## src/rtl/dmem_router.sv

```systemverilog
// dmem_router: routes core data requests to the CLINT or the AXI bridge, with alignment check and AXI timeout
module dmem_router #(
  parameter int TIMEOUT = 255
) (
  input  logic        clk,
  input  logic        rst,
  input  logic        core_valid,
  input  logic        core_req,
  input  logic [63:0] core_addr,
  input  logic [1:0]  core_size,
  input  logic [63:0] core_data_write,
  output logic        core_ready,
  output logic [63:0] core_data_read,
  output logic [1:0]  core_resp,
  output logic        clint_valid,
  output logic        clint_req,
  output logic [63:0] clint_addr,
  output logic [1:0]  clint_size,
  output logic [63:0] clint_data_write,
  input  logic        clint_ready,
  input  logic [63:0] clint_data_read,
  input  logic [1:0]  clint_resp,
  output logic        axi_valid,
  output logic        axi_req,
  output logic [63:0] axi_addr,
  output logic [1:0]  axi_size,
  output logic [63:0] axi_data_write,
  input  logic        axi_ready,
  input  logic [63:0] axi_data_read,
  input  logic [1:0]  axi_resp
);
  localparam logic REQ_WRITE = 1'b1;
  localparam logic [7:0] LAST_WAIT = 8'(TIMEOUT - 1);
  typedef enum logic [1:0] {IDLE, CLINT, AXI, DONE} state_t;
  state_t state_q, state_d;
  logic [63:0] addr_q, addr_d, wdata_q, wdata_d, rdata_q, rdata_d;
  logic [1:0] size_q, size_d, resp_q, resp_d;
  logic req_q, req_d, ready_q, ready_d, cv_q, cv_d, av_q, av_d;
  logic [7:0] cnt_q, cnt_d;
  logic mis, in_clint, unused_in;
  // The CLINT always answers in the cycle it is addressed, so its ready is not consulted
  assign unused_in = clint_ready;
  // Request classification on the incoming core fields
  always_comb begin
    mis = |(core_addr[2:0] & 3'((4'd1 << core_size) - 4'd1));
    in_clint = core_addr[63:16] == 48'h0000_0000_0200;
  end
  // Next-state logic; response data/resp/strobe default to zero so they only show in DONE
  always_comb begin
    state_d = state_q;
    addr_d = addr_q;
    size_d = size_q;
    req_d = req_q;
    wdata_d = wdata_q;
    cnt_d = cnt_q;
    ready_d = 1'b0;
    rdata_d = '0;
    resp_d = 2'b00;
    cv_d = 1'b0;
    av_d = 1'b0;
    case (state_q)
      IDLE: if (core_valid) begin
        addr_d = core_addr;
        size_d = core_size;
        req_d = core_req;
        wdata_d = core_data_write;
        cnt_d = '0;
        state_d = mis ? DONE : in_clint ? CLINT : AXI;
        ready_d = mis;
        resp_d = mis ? 2'b10 : 2'b00;
        cv_d = !mis && in_clint;
        av_d = !mis && !in_clint;
      end
      CLINT: begin
        state_d = DONE;
        ready_d = 1'b1;
        rdata_d = req_q == REQ_WRITE ? '0 : clint_data_read;
        resp_d = clint_resp;
      end
      AXI: if (axi_ready || cnt_q == LAST_WAIT) begin
        state_d = DONE;
        ready_d = 1'b1;
        rdata_d = (axi_ready && req_q != REQ_WRITE) ? axi_data_read : '0;
        resp_d = axi_ready ? axi_resp : 2'b10;
      end else begin
        av_d = 1'b1;
        cnt_d = cnt_q + 8'd1;
      end
      default: state_d = IDLE;
    endcase
  end
  // State, request and output registers with synchronous reset
  always_ff @(posedge clk) begin
    if (rst) begin
      state_q <= IDLE;
      addr_q <= '0;
      size_q <= '0;
      req_q <= 1'b0;
      wdata_q <= '0;
      cnt_q <= '0;
      ready_q <= 1'b0;
      rdata_q <= '0;
      resp_q <= '0;
      cv_q <= 1'b0;
      av_q <= 1'b0;
    end else begin
      state_q <= state_d;
      addr_q <= addr_d;
      size_q <= size_d;
      req_q <= req_d;
      wdata_q <= wdata_d;
      cnt_q <= cnt_d;
      ready_q <= ready_d;
      rdata_q <= rdata_d;
      resp_q <= resp_d;
      cv_q <= cv_d;
      av_q <= av_d;
    end
  end
  assign core_ready = ready_q;
  assign core_data_read = rdata_q;
  assign core_resp = resp_q;
  assign clint_valid = cv_q;
  assign clint_req = cv_q & req_q;
  assign clint_addr = cv_q ? addr_q : '0;
  assign clint_size = cv_q ? size_q : '0;
  assign clint_data_write = cv_q ? wdata_q : '0;
  assign axi_valid = av_q;
  assign axi_req = av_q & req_q;
  assign axi_addr = av_q ? addr_q : '0;
  assign axi_size = av_q ? size_q : '0;
  assign axi_data_write = av_q ? wdata_q : '0;
endmodule
```

## config.mk

```make
export PLATFORM = sky130hd
export DESIGN_NAME = dmem_router
export DESIGN_NICKNAME = d
export VERILOG_FILES = /design/src/rtl/dmem_router.sv
export SDC_FILE = /design/constraint.sdc
export NUM_CORES = 1
export LEC_CHECK = 0
export CAP_MARGIN = 5
export CELL_PAD_IN_SITES_DETAIL_PLACEMENT = 0
export CELL_PAD_IN_SITES_GLOBAL_PLACEMENT = 1
export CORE_AREA = 5 5 231 233
export CTS_CLUSTER_SIZE = 30
export DETAILED_ROUTE_END_ITERATION = 7
export DIE_AREA = 0 0 236 238
export HOLD_SLACK_MARGIN = 0.03
export PLACE_DENSITY_LB_ADDON = 0.08
export SYNTH_ARGS = -nofsm -noshare
export SYNTH_HDL_FRONTEND = slang
export SYNTH_SLANG_ARGS = --single-unit
```

## constraint.sdc

```tcl
create_clock -name clk -period 2.48 [get_ports clk]
set_input_delay 0.496 -clock clk [delete_from_list [all_inputs] [get_ports clk]]
set_output_delay 0.496 -clock clk [all_outputs]
set_load 0.01 [all_outputs]
```

== Word-level counts from Yosys, hierarchy flattened ==
Index checks and enable logic that the tools add are counted.
Word-level totals
  bits in registers: 210
  latch bits: 0
  bits in writable memories: 0
  ROM bits: 0
  input bits: 268
  word-level logic and storage cells: 69
  memories kept: 0
Cells by class
  $add $sub $neg: 2
  multipliers: 0
  divide/modulo/power cells: 0
  order comparisons: 0
  equality and inequality tests: 7
  shift operators: 1
  mux-type cells: 29
  bitwise gates (word level): 6
  reductions and logical operators: 13
Operators by type and width (count)
  $mux 64: 7
  $pmux 64 s2: 1
  $eq 48x10->1 const B: 1
  $mux 2: 10
  $mux 8: 2
  $pmux 8 s2: 1
  $pmux 2 s3: 2
  $add 8x1->8 const B: 1
  $eq 8x8->1 const B: 1
  $ne 2x2->1 const B: 3
  $reduce_or 3->1: 2
  $mux 1: 4
  $reduce_and 2->1: 2
  $and 3x3->3: 1
  $logic_and 1x1->1: 3
  $not 1->1: 3
  $pmux 1 s3: 1
  $reduce_and 3->1: 1
  $shl 1x2->3 const A: 1
  $sub 3x1->3 const B: 1
  $and 1x1->1: 2
  $eq 2x1->1 const B: 1
  $eq 2x2->1 const B: 1
  $logic_not 1->1: 2
  4 further kinds: 4

== Depth between registers and ports, before layout ==
  word-level depth: 8
  depth in mapped cells: 9

== Worst setup path after synthesis ==
OpenSTA, ideal clock, no wires.
  path type: reg-to-reg
  start point: register state_q[0]
  end point: register cnt_q[7]
  library setup time: 0.129 ns
  data arrival time: 1.486 ns
  required time: 2.351 ns
  path slack: 0.865 ns
  cell stages (with the launch flop): 10
  path buffers: 2
  clock period less this slack: 1.615 ns
  cells stage by stage: dfxtp_1 > inv_1 > ha_1 > buf_4 > mux2_1 > o211ai_2 > buf_6 > nor3_2 > xnor2_1 > nor2_1
Between the ends
  longest elaborated chain between the ends: 3
RTL lines
  from (decl): line 35  | state_t state_q, state_d;
  from (signal assigned): line 107  | state_q <= state_d;
  $eq 2x2->1 or $logic_not 2->1 (tied branches): line 61  | case (state_q)
  $ne 2x2->1 (no line) or $reduce_bool 2->1 (tied branches)
  $reduce_and 3->1 (no line)
  to (signal assigned): line 112  | cnt_q <= cnt_d;
  to (decl): line 39  | logic [7:0] cnt_q, cnt_d;
Parallel ways exist; a longest one is shown, timed or not.
A chain may end at the register's enable or synchronous reset.

== Worst setup path in the final report ==
  start point: register cv_q (netlist: clint_valid)
  end point: output port clint_data_write[33]
Between the ends
  longest elaborated chain between the ends: 1
RTL lines
  from (decl): line 38  | logic req_q, req_d, ready_q, ready_d, cv_q, cv_d, av_q, av_d;
  from (signal assigned): line 116  | cv_q <= cv_d;
  $mux 64: line 127  | assign clint_data_write = cv_q ? wdata_q : '0;
  to (decl): line 19  | output logic [63:0] clint_data_write,
No other way between the ends.

==> impl_results.rst <==
.. list-table::
   :header-rows: 1

   * - Metric
     - Value
   * - Number of antenna violations at the first check in global routing
     - 5
   * - Fin. Hold Viols
     - 0
   * - Total global routing track utilization
     - 0.169
   * - Post-layout min period
     - 2.41 ns
   * - Leakage power total
     - 8.51 nW
   * - Final design area excluding fillers
     - 0.0172 mm^2
   * - # H-tree levels
     - 1
   * - Unrepaired setup endpoints after global routing
     - true
   * - Data required, critical path
     - between 1.5 and 2 ns
   * - Average cell area after synthesis
     - a little under 8 um^2
   * - Fraction of power spent switching nets
     - 0.333
   * - Critical path arrival
     - between 1.5 and 2 ns
   * - DP HPWL
     - about 39 mm
   * - Clock network fraction of design power
     - 0.351
   * - Number of core rows
     - 83
   * - Count of final setup violators
     - 0
   * - Worst VDD drop
     - 0.000424 V
   * - CP Class
     - register to output port
   * - DP Area
     - between 0.015 and 0.02 mm^2
   * - Leading cell types in the layout, fill and taps excluded
     - 344 x clkdlybuf4s50_1, 267 x nand2_1, 262 x and2_1
   * - Number of nets in the layout
     - a little over 2k
   * - Distinct cell type count of the synthesized netlist
     - 38
   * - Highest clock frequency the design can meet
     - 415 MHz
   * - Quantity of I/O buffers inserted on ports
     - 597
   * - Fraction of the cycle the final worst path needs
     - 0.972
   * - Leading cell types by total area after synthesis
     - dfxtp_1 46%, and2_1 18%, nand2_1 11%
   * - Total net switching power
     - 4.14 mW
   * - Netlist area before placement
     - 0.00922 mm^2
   * - Clock tree sinks
     - 210
   * - Power per cell area
     - 723 mW/mm^2
   * - Clk Tree Root Cell
     - clkbuf_16
   * - Floorplan Core Area
     - 0.0510 mm^2
   * - Worst Path Max Fanout
     - approximately 70
   * - Skew-Pair Late Insertion Delay
     - 0.55 ns
   * - Area of the die
     - 0.0562 mm^2
   * - Yosys top cell area share
     - 0.456
   * - Sequential area share after synthesis
     - 0.456
   * - Vertical die dimension
     - 238 um
   * - DRC violation total after the first TritonRoute iteration
     - 396
   * - Cell type with the highest aggregate area in the netlist
     - dfxtp_1
   * - Power share of the combinational group
     - 0.308
   * - Flop and latch count out of synthesis
     - 210
   * - Top-Level Pins
     - 599
   * - Gate count after technology mapping
     - 1,185
   * - Die Wd
     - 236 um
   * - DRC violation count after routing
     - 0
   * - Final wirelength
     - 51.4 mm
   * - Routed WL per cell
     - 21.0 um
   * - Leading cell type in the layout, fill and taps excluded
     - clkdlybuf4s50_1
   * - Post-route antenna net violation count
     - 0
   * - Effective utilization at floorplan
     - 0.181
   * - Clock edge transition at the registers on the reported setup and hold paths
     - 0.05 ns
   * - Endpoint class of the critical path
     - output port
   * - Status
     - finished clean
   * - Maximum capacitance violations
     - 0
   * - Pin count of the biggest net entering global routing
     - slightly above 70
   * - GP Congestion
     - 0.783
   * - CTS tree
     - yes
   * - Fin Clk Skew
     - between 0.006 and 0.007 ns
   * - Post-route total power
     - 12.4 mW
   * - Max-slew violation total from the final report
     - 0
   * - Growth of design area from synthesis to finish
     - 86.4%
   * - Slew at the pin with the worst max-slew slack
     - 0.594 ns
   * - Global-route wire length before repair
     - 72.1 mm
   * - Warning count from the yosys run
     - 0
   * - Register-to-register setup slack
     - 0.51 ns
   * - Maximum buffer depth of the clock tree
     - 3
   * - CTS Buf Count
     - 29
   * - Global-route congestion overflow total
     - 0
   * - Proportion of layout cells with a drive suffix above 1
     - 0.0508
   * - Total number of vias
     - between 10k and 15k
   * - Headroom to the max-slew limit
     - 0.603
   * - Detailed-routing iteration count for the pre-antenna-repair pass
     - 5
   * - Post-DR vias/cell
     - 4.12
   * - Number of global-route vias before repair
     - 10.2k
   * - Mapped Nets
     - 1,459
   * - Internal power
     - 8.30 mW
   * - Sequential group share of total power
     - 0.340
   * - Type of origin of the critical path
     - register
   * - Worst hold path class
     - input pin to register
synth_stat cells (all sizes together):
cell type,n
clkbuf,66
nor4b,1
nand4,5
o211ai,1
nor2b,2
nor4,14
o31a,1
xnor2,4
o21a,1
a22oi,64
a211oi,2
buf,29
o21ai,4
nor2,76
inv,5
o21bai,1
and2,263
ha,6
nand2b,3
nand2,268
nor3b,2
o41a,1
or3,3
a221oi,1
a32oi,1
a21oi,138
and3,1
nor3,8
dfxtp,210
mux2,1
nand3,3
state kept, by name, indices dropped and copies added (netlist names):
name / count
addr_q: 64
core_data_read: 64
wdata_q: 64
cnt_q: 8
core_resp: 2
size_q: 2
state_q: 2
axi_valid: 1
clint_valid: 1
core_ready: 1
req_q: 1
area by class of cell:
class                           instances  area, um^2
Antenna cell                            3        7.51
Sequential cell                       210        4210
Fill cell                            5437       33800
Timing Repair Buffer                  629        6470
Multi-Input combinational cell        875        4640
Tap cell                              680         851
Clock buffer                           45         886
Inverter                                5        18.8
Clock inverter                          7         110
critical path, cell delays in order, from the launching register on:
cell and delay [ns]:
dfxtp_4 0.39, buf_16 0.23, and2_1 0.17, clkdlybuf4s50_1 0.53
path summary, 6_finish.rpt:
path                     from              endpoint  cells past startpoint
setup reg to reg   state_q[1]              cnt_q[3]                      6
hold / removal            rst              cnt_q[1]                      2
setup / recovery  clint_valid  clint_data_write[33]                      3
hold reg to reg    addr_q[11]            addr_q[11]                      2
metal layers:
| layer | vias up | track usage | part of all wire |
|---|---|---|---|
| met5 | - | 0 | 0.00049 |
| met3 | 47 | 0.0705 | 0.089 |
| met4 | 4 | 0.0375 | 0.021 |
| met1 | 4701 | 0.189 | 0.39 |
| met2 | 372 | 0.300 | 0.50 |
| li1 | 4989 | - | - |
power groups by stage:
| stage | clock network (mW) | logic [mW] | registers (mW) |
|---|---|---|---|
| floorplan | 0 | 1.99 | 4.23 |
| global placement | 0 | 3.89 | 4.27 |
| detailed placement | 0 | 3.89 | 4.31 |
| CTS | 4.58 | 3.87 | 4.24 |
| global route | 4.68 | 4.27 | 4.31 |
| finish | 4.37 | 3.83 | 4.23 |
cells by family after synthesis:
| family | count (synthesis) | synth area share |
|---|---|---|
| adders and majority gates | 6 | 0.00814 |
| and+or+nand+nor | 649 | 0.349 |
| AOI/OAI and AO/OA | 215 | 0.138 |
| xor gates and xnor gates | 4 | 0.00380 |
| muxes | 1 | 0.00122 |
| DFF | 210 | 0.456 |
| buffers and inverters | 100 | 0.0442 |
what timing repair did:
item / in CTS / in global routing
hold buffers: 0 / 0
cloned: 0 / 3
setup endpoints to repair: 168 / 87
pin swaps: 0 / 0
setup buffers: 0 / 2
gates resized for setup: 175 / 81
metrics by stage:
step                      cells   util  TNS, ns  setup slack (ns)  hold WS (ns)
after CTS                  2446  0.331   -0.405           -0.0568         0.307
after global placement     2394  0.315   -0.562            -0.225         0.448
after global routing       2453  0.337   -0.106           -0.0455         0.335
after detailed placement   2394  0.315   -0.221            -0.126         0.453
after floorplan            1185      -        0             0.865         0.440
final                      2454  0.337        0            0.0698         0.336
Power figures use the tool's default switching activity.
